<file path="src/rtl/pipeline_hazard_ctrl.sv">
// rtl/pipeline_hazard_ctrl.sv - stall/flush sequencer for the 5-stage core
// Optional performance counters when HAZARD_PERF_CNT_EN is defined.
module pipeline_hazard_ctrl #(
    parameter int EXTRA_REDIRECT_FLUSH = 0,
    parameter int PERF_CNT_W           = 32
) (
    input  logic                  clk,
    input  logic                  rst_n,
    input  logic [4:0]            id_rs1,
    input  logic [4:0]            id_rs2,
    input  logic                  id_uses_rs1,
    input  logic                  id_uses_rs2,
    input  logic [4:0]            decode_rd,
    input  logic [1:0]            decode_result_src,
    input  logic                  decode_regfile_wr_enable,
    input  logic                  execute_pc_src,
    input  logic                  mem_req,
    input  logic                  mem_ready,
`ifdef HAZARD_PERF_CNT_EN
    output logic [PERF_CNT_W-1:0] perf_stall_cycles,
    output logic [PERF_CNT_W-1:0] perf_flush_events,
`endif
    output logic                  stall_if,
    output logic                  stall_id,
    output logic                  stall_ex,
    output logic                  stall_mem,
    output logic                  flush_id,
    output logic                  flush_ex,
    output logic                  flush_wb,
    output logic                  redirect_busy
);

    typedef enum logic [1:0] {
        RUN        = 2'd0,
        LOAD_STALL = 2'd1,
        MEM_WAIT   = 2'd2,
        REDIRECT   = 2'd3
    } state_t;

    localparam logic [2:0] RCNT_INIT = 3'(EXTRA_REDIRECT_FLUSH);

    state_t     state_q, state_d;
    logic [2:0] rcnt_q, rcnt_d;
    logic       lu_hit, mem_hold, redirect_acc;

    if (PERF_CNT_W < 1 || EXTRA_REDIRECT_FLUSH < 0 || EXTRA_REDIRECT_FLUSH > 7) begin : g_bad_param
    end

    assign lu_hit = (decode_result_src == 2'b01) && decode_regfile_wr_enable && (decode_rd != 5'd0) &&
                    ((id_uses_rs1 && (id_rs1 == decode_rd)) || (id_uses_rs2 && (id_rs2 == decode_rd)));
    assign mem_hold = mem_req && !mem_ready;

    always_ff @(posedge clk or negedge rst_n) begin
        if (!rst_n) begin
            state_q <= RUN;
            rcnt_q  <= 3'd0;
        end else begin
            state_q <= state_d;
            rcnt_q  <= rcnt_d;
        end
    end

    always_comb begin
        state_d       = state_q;
        rcnt_d        = rcnt_q;
        stall_if      = 1'b0;
        stall_id      = 1'b0;
        stall_ex      = 1'b0;
        stall_mem     = 1'b0;
        flush_id      = 1'b0;
        flush_ex      = 1'b0;
        flush_wb      = 1'b0;
        redirect_busy = 1'b0;
        redirect_acc  = 1'b0;
        if (!rst_n) begin
            flush_id = 1'b1;
            flush_ex = 1'b1;
        end else if (mem_hold) begin
            // rcnt stays frozen so an interrupted redirect sequence resumes on release
            stall_if  = 1'b1;
            stall_id  = 1'b1;
            stall_ex  = 1'b1;
            stall_mem = 1'b1;
            flush_wb  = 1'b1;
            state_d   = MEM_WAIT;
        end else if (execute_pc_src) begin
            // the branch held in ID/EX during a wait is acted on in the release cycle
            flush_id     = 1'b1;
            flush_ex     = 1'b1;
            redirect_acc = 1'b1;
            rcnt_d       = RCNT_INIT;
            state_d      = (RCNT_INIT != 3'd0) ? REDIRECT : RUN;
        end else begin
            unique case (state_q)
                MEM_WAIT:   state_d = (rcnt_q != 3'd0) ? REDIRECT : RUN;
                LOAD_STALL: state_d = RUN;
                REDIRECT: begin
                    flush_id      = 1'b1;
                    redirect_busy = 1'b1;
                    if (rcnt_q <= 3'd1) begin
                        rcnt_d  = 3'd0;
                        state_d = RUN;
                    end else begin
                        rcnt_d = rcnt_q - 3'd1;
                    end
                end
                default: begin
                    if (lu_hit) begin
                        stall_if = 1'b1;
                        stall_id = 1'b1;
                        flush_ex = 1'b1;
                        state_d  = LOAD_STALL;
                    end
                end
            endcase
        end
    end

`ifdef HAZARD_PERF_CNT_EN
    logic [PERF_CNT_W-1:0] perf_stall_q, perf_flush_q;

    always_ff @(posedge clk or negedge rst_n) begin
        if (!rst_n) begin
            perf_stall_q <= '0;
            perf_flush_q <= '0;
        end else begin
            if (stall_if)     perf_stall_q <= perf_stall_q + 1'b1;
            if (redirect_acc) perf_flush_q <= perf_flush_q + 1'b1;
        end
    end

    assign perf_stall_cycles = perf_stall_q;
    assign perf_flush_events = perf_flush_q;
`endif

endmodule

</file>
<file path="config.mk">
export PLATFORM = sky130hd
export DESIGN_NAME = pipeline_hazard_ctrl
export DESIGN_NICKNAME = d
export VERILOG_FILES = /design/src/rtl/pipeline_hazard_ctrl.sv
export SDC_FILE = /design/constraint.sdc
export NUM_CORES = 1
export LEC_CHECK = 0
export ABC_AREA = 1
export CORE_MARGIN = 4
export CORE_UTILIZATION = 54
export CTS_CLUSTER_SIZE = 25
export DETAILED_ROUTE_END_ITERATION = 6
export DONT_BUFFER_PORTS = 1
export PLACE_DENSITY = 0.76
export SLEW_MARGIN = 20
export SYNTH_ARGS = -nofsm -noshare
export SYNTH_HDL_FRONTEND = slang
export SYNTH_SLANG_ARGS = --single-unit
</file>
<file path="constraint.sdc">
create_clock -name clk -period 1.7 [get_ports clk]
set_input_delay 0.51 -clock clk [delete_from_list [all_inputs] [get_ports clk]]
set_output_delay 0.51 -clock clk [all_outputs]
set_load 0.1 [all_outputs]
</file>
==> metrics.txt, run 1 <==
FP Rows 12; RePlAce Congestion 0.8341; Synth area leaders nand2_1, dfrtp_1, inv_1; DP HPWL 1.611 mm; clk sink count 5; post-synth cell types 21; CTS Hold Bufs 1; Post-synth top cells nand2_1, inv_1, nor2_1, nand3_1, ha_1; Most used DFF post-synth dfrtp_1; Cell Area, Synth 704.4 µm²; post-CTS setup buffers 5; Syn Area/Cell 5.635 µm²; register bit count reported by yosys 5; CTS Buf Count 3; Async SR Flop Fraction 1.000; stage where the run ended 4_1_cts; htree depth 1; Placed Instances 151; post-synth top area share 0.2078; most frequent cell after synthesis nand2_1; number of input and output port buffers inserted 0; dpl cell area 977.2 µm²; root buffer cell clkbuf_4; syn_nets 156; EDFF count, synth 0; die width 44.12 µm; Ports 33; CTS-repair resized insts 31; clock tree buffer depth 2; Cells after Synth 125; First Err [ERROR DPL-0033] detailed placement checks failed during check placement.; Die Span Y 44.12 µm; yosys warns 0; status did not finish; leading area contributor after synthesis nand2_1; Initial Util 0.6015; sequential area share after synthesis 0.1776
[cell families after synthesis]
family	share of synthesized area
and+or+nand+nor	0.4458
AOI/OAI and AO/OA	0.08350
buffers and inverters	0.1865
DFF	0.1776
adders and majority gates	0.1066
[stage by stage]
stage | hold WS [ns] | setup WS (ns) | TNS (ns) | utilization
after floorplan | 0.2144 | -0.6655 | -3.118 | -
after global placement | 0.2145 | -0.2902 | -0.7987 | 0.8344
after detailed placement | 0.2146 | -0.3327 | -0.9233 | 0.8344
==> run 2: changes to the inputs <==
--- a/config.mk
+++ b/config.mk
@@ -6,12 +6,11 @@
 export NUM_CORES = 1
 export LEC_CHECK = 0
 export ABC_AREA = 1
-export CORE_MARGIN = 4
-export CORE_UTILIZATION = 54
-export CTS_CLUSTER_SIZE = 25
+export CORE_AREA = 4 4 65 67
 export DETAILED_ROUTE_END_ITERATION = 6
+export DIE_AREA = 0 0 69 71
 export DONT_BUFFER_PORTS = 1
-export PLACE_DENSITY = 0.76
+export PLACE_DENSITY_LB_ADDON = 0.15
 export SLEW_MARGIN = 20
 export SYNTH_ARGS = -nofsm -noshare
 export SYNTH_HDL_FRONTEND = slang
==> constraint.sdc (replaced) <==
create_clock -name clk -period 2.21 [get_ports clk]
set_input_delay 0.663 -clock clk [delete_from_list [all_inputs] [get_ports clk]]
set_output_delay 0.663 -clock clk [all_outputs]
set_load 0.1 [all_outputs]
==> run 2 against run 1 <==
Net effect: synthesized cell count unchanged; synthesized area unchanged; the flow now finishes, with violations (setup timing).
==> metrics.txt, run 2 <==
status finished with violations; failing checks setup timing; Leak 0.5455 nW; post-synth cell types 21; most frequent cells in the layout nand2_1, nand2_2, inv_1, inv_8, nor2_1; MaxCap Viol Count 0; post-route ant nets 0; leading area contributor after synthesis nand2_1; grt ovf 0; # diodes 0; die area 4899 µm²; total routed wirelength 1.754 mm; Top reg by flops rcnt_q; RePlAce Congestion 0.8062; Die Span Y 71 µm; largest registers rcnt_q: 3 flops, state_q: 2 flops; yosys warns 0; area grow syn2layout 59.68%; setup violators final 2; Slew headroom 0.7988; CTS Buf Count 3; DR vias/cell 3.984; Placed Instances 178; Largest register FFs 3; gr usage total 0.07527; Crit path buffers/inverters 2; Cell Area, Synth 704.4 µm²; worst-margin pin slew 0.2991 ns; worst vdd ir 0.1442 mV; sequential area share after synthesis 0.1776; crit path DAT 1.59 ns; root buffer cell clkbuf_8; achievable frequency 443.9 MHz; Most used DFF post-synth dfrtp_1; Initial DRC Count 20; layout cells sized above 1 0.4593; Worst Setup Slack, final -0.04276 ns; Final Hold Vio Count 0; crit start category input port; Cells after Synth 125; Worst path most repeated cell nand2_2; CTS Hold Bufs 0; number of remaining DRC errors 0; EDFF count, synth 0; CTS tree built; die width 69 µm; clk sink count 5; Crit Path Class in -> out; commonest non-fill, non-tap cell in the layout nand2_1; clock tree buffer depth 2; vias in the first global route 706; Pwr per Cell Area 582.5 nW/µm²; floorplan core area 3633 µm²; Ports 33; Async SR Flop Fraction 1.000; first-pass GRT wire length 3.036 mm; Synth area leaders nand2_1, dfrtp_1, inv_1; slowest cell on the critical path buf_12; critical path's largest stage delay 0.27 ns; post-layout minimum cycle time 2.253 ns; maximum fanout along the worst path 2; Setup Skew 0.0007770 ns; Worst setup EP type output port; fin nets 167; mean routed wirelength per cell 9.585 µm; largest net degree at the start of global routing 8; initial antenna violation count 0; required time worst endpoint 1.55 ns; Syn Area/Cell 5.635 µm²; RSZ-0062 raised after global routing true; worst skew pair latency 0.22 ns; DR vias 729; DP HPWL 1.541 mm; Initial Util 0.1939; first drt pass iteration count 4; Period Utilization, post-route 1.019; post-synth top area share 0.2078; HP Class in -> async; register bit count reported by yosys 5; most frequent cell after synthesis nand2_1; htree depth 1; crit-path cells inv_8 > nand2_2 > nand2_1 > nor2_2 > nand3_2 > nand2_2 > nand3_4 > o22ai_4 > buf_12; Post-synth top cells nand2_1, inv_1, nor2_1, nand3_1, ha_1; Final Util 0.3096; number of input and output port buffers inserted 0; register clock-pin slew on the reported worst setup and hold paths 0.03 ns; FP Rows 22; CP delay by family, top simple AND/OR/NAND/NOR gates; syn_nets 156; Non-Filler Instances 183; fin. max-slew vios 0
## run 2: final timing paths
check,startpoint,to,slack [ns],cells after the start
max,id_rs1[0],stall_id,-0.04,9
min,rst_n,rcnt_q[2],0.14,0
max reg2reg,rcnt_q[1],state_q[1],0.75,9
min reg2reg,state_q[0],state_q[0],0.51,2
max in group asynchronous,rst_n,state_q[1],2.00,0
min in group clk,state_q[0],state_q[0],0.51,2
## run 2: per-layer routing
metal / GRT usage / wire length [µm] / up-vias
li1: - / - / 395
met1: 0.09322 / 763 / 313
met2: 0.1218 / 877 / 18
met3: 0.02983 / 104 / 3
met4: 0.01952 / 8 / 0
met5: 0 / 0 / -
## run 2: stage by stage
stage / cell area (µm²) / hold WS (ns) / setup TNS (ns) / worst slack (ns) / power [mW]
after floorplan: 829.5 / 0.3674 / -1.529 / -0.4615 / 0.4047
after global placement: 952.2 / 0.3676 / -0.3015 / -0.1284 / 0.4679
after detailed placement: 952.2 / 0.3676 / -0.3226 / -0.1377 / 0.4702
after CTS: 1027 / 0.1321 / -0.1263 / -0.05591 / 0.6486
after global routing: 1125 / 0.1255 / -0.2953 / -0.1276 / 0.7172
final: 1125 / 0.1389 / -0.08506 / -0.04276 / 0.6553
## run 2: layout make-up
cell class / count / area, µm²
fill: 405 / 2509
tap: 48 / 60.06
timing repair buffer: 9 / 130.1
sequential: 5 / 125.1
clock buffer: 4 / 45.04
multi-input combinational: 88 / 580.6
inverter: 29 / 183.9
## run 2: worst reg2reg max path, stage by stage (launching register included)
cell	delay, ns
dfrtp_1	0.36
inv_1	0.12
ha_1	0.15
o21bai_1	0.11
and2_1	0.17
nor2_1	0.04
nor2_1	0.18
nand2_1	0.10
nand2_1	0.06
nand2_1	0.05
## run 2: cell families after synthesis
logic type               after synthesis  share of synthesized area
buffers and inverters                 32                     0.1865
AND/OR/NAND/NOR                       72                     0.4458
adder cells (fa/ha/maj)                6                     0.1066
AO/OA/AOI/OAI                         10                    0.08350
flip-flops                             5                     0.1776
## run 2: repair_timing
item	4_1_cts	5_1_grt
pin swaps	8	24
endpoints found under the setup margin	3	3
setup buffers	0	1
resized for setup	10	36
## run 2: where the power goes
part | internal, mW | total (mW) | leakage, nW | switching (mW)
registers | 0.122 | 0.145 | 0.0650 | 0.0228
clock network | 0.124 | 0.166 | 0.0228 | 0.0425
logic | 0.133 | 0.344 | 0.458 | 0.211
total | 0.379 | 0.655 | 0.545 | 0.277
Power figures use the tool's default switching activity.
==> run 3: changes to the inputs <==
==> constraint.sdc (replaced) <==
create_clock -name clk -period 2.3 [get_ports clk]
set_input_delay 0.69 -clock clk [delete_from_list [all_inputs] [get_ports clk]]
set_output_delay 0.69 -clock clk [all_outputs]
set_load 0.1 [all_outputs]
==> run 3 against run 2 <==
Net effect: total power shrank 3.9%; count of clock-buffer cells in the layout unchanged; first-iteration DRC count shrank 5.0%; non-clock buffer count stayed put; clock skew unchanged; clock power is 4% lower; the run still ends with setup timing left; final cell count unchanged; global-route usage about the same; largest power group unchanged; core utilization is the same; combinational power shrank 4%; via count did not move; critical path type unchanged; wire length did not move.
==> metrics.txt, run 3 (synthesized netlist as in run 2, its figures left out) <==
gr usage total 0.07497; clock tree buffer depth 2; number of remaining DRC errors 0; Pwr per Cell Area 559.7 nW/µm²; DR vias/cell 3.984; RePlAce Congestion 0.8060; worst skew pair latency 0.22 ns; Min Hold Slack 0.1659 ns; Setup Skew 0.0007770 ns; register clock-pin slew on the reported worst setup and hold paths 0.03 ns; Placed Instances 178; reg-to-reg critical path endpoint state_q[1]; post-layout minimum cycle time 2.307 ns; R2R cell count 9; status finished with violations; Crit Path Class in -> out; largest net degree at the start of global routing 8; die width 69 µm; RSZ-0062 raised after global routing true; Initial Util 0.1939; number of input and output port buffers inserted 0; vias in the first global route 705; Final Util 0.3096; layout cells sized above 1 0.4593; Largest register FFs 3; commonest non-fill, non-tap cell in the layout nand2_1; CP delay by family, top simple AND/OR/NAND/NOR gates; initial antenna violation count 0; setup violators final 2; Place WS -0.1017 ns; slowest cell on the critical path buf_12; Slew headroom 0.7988; maximum fanout along the worst path 2; floorplan core area 3633 µm²; first drt pass iteration count 4; Worst setup EP type output port; DP HPWL 1.541 mm; CTS Hold Bufs 0; post-route ant nets 0; CTS Buf Count 3; Final Instance Area 1125 µm²; reg2reg setup slack 0.84 ns; fin. max-slew vios 0; largest registers rcnt_q: 3 flops, state_q: 2 flops; DR vias 729; total routed wirelength 1.754 mm; reg2reg start rcnt_q[1]; clk sink count 5; htree depth 1; worst-margin pin slew 0.2991 ns; # diodes 0; Top reg by flops rcnt_q; failing checks setup timing; crit start category input port; Ports 33; Non-Filler Instances 183; Initial DRC Count 19; fin nets 167; FP Rows 22; achievable frequency 433.5 MHz; required time worst endpoint 1.61 ns; area grow syn2layout 59.68%; die area 4899 µm²; crit-path cells inv_8 > nand2_2 > nand2_1 > nor2_2 > nand3_2 > nand2_2 > nand3_4 > o22ai_4 > buf_12; grt ovf 0; HP Class in -> async; mean routed wirelength per cell 9.585 µm; first-pass GRT wire length 3.022 mm; Final Hold Vio Count 0; Worst path most repeated cell nand2_2; Worst Setup Slack, final -0.006757 ns; Period Utilization, post-route 1.003; MaxCap Viol Count 0; Crit path buffers/inverters 2; most frequent cells in the layout nand2_1, nand2_2, inv_1, inv_8, nor2_1; Die Span Y 71 µm; dpl cell area 952.2 µm²; CTS tree built; Leak 0.5455 nW; critical path's largest stage delay 0.27 ns; worst vdd ir 0.1386 mV; root buffer cell clkbuf_8; crit path DAT 1.62 ns
-- run 3: cell counts in the layout (fill, tap and decap cells not counted) --
No cell type changed its count.
-- run 3: worst max-delay path by stage --
stage / start / to / slack, ns / cells past startpoint
after floorplan: id_rs1[1] / stall_if / -0.43 / 9
after global placement: decode_rd[4] / stall_id / -0.09 / 9
after detailed placement: decode_rd[4] / stall_id / -0.10 / 9
after CTS: id_rs1[4] / stall_id / -0.05 / 9
after global routing: id_rs2[4] / stall_id / -0.09 / 9
final: id_rs1[0] / stall_id / -0.007 / 9
-- run 3: final cells by class --
cell class	instances	area, µm²
fillers	405	2509
multi-input cells	88	580.6
inverters	29	183.9
repair buffers	9	130.1
flip-flops and latches	5	125.1
well taps	48	60.06
clock buffers	4	45.04
-- run 3: worst register-to-register path, stage by stage, from the launching register on --
cell,delay (ns)
dfrtp_1,0.36
inv_1,0.12
ha_1,0.15
o21bai_1,0.11
and2_1,0.17
nor2_1,0.04
nor2_1,0.18
nand2_1,0.10
nand2_1,0.06
nand2_1,0.05
-- run 3: power by group --
group / switching, mW / leakage (nW) / total [mW] / internal (mW)
sequential: 0.0219 / 0.0650 / 0.139 / 0.117
combinational: 0.203 / 0.458 / 0.331 / 0.128
clock: 0.0408 / 0.0228 / 0.160 / 0.119
-- run 3: per-stage QoR --
stage,power [mW],setup TNS [ns]
2_1_floorplan,0.3889,-1.313
3_3_place_gp,0.4496,-0.1935
3_5_place_dp,0.4518,-0.2146
4_1_cts,0.6191,-0.09954
5_1_grt,0.6892,-0.1873
6_report,0.6296,-0.01306
-- run 3: repair_timing --
| item | CTS | global route |
|---|---|---|
| setup buffers | 0 | 1 |
| pin swaps | 7 | 23 |
| setup endpoints to repair | 3 | 3 |
| resized for setup | 8 | 38 |
-- run 3: layer usage --
metal  vias up  wire length, µm  track usage  part of all wire
met5         -                0            0                 0
met2        18              877       0.1218              0.50
li1        395                -            -                 -
met4         0                8      0.01952            0.0046
met1       313              763      0.09237              0.44
met3         3              104      0.02983             0.059
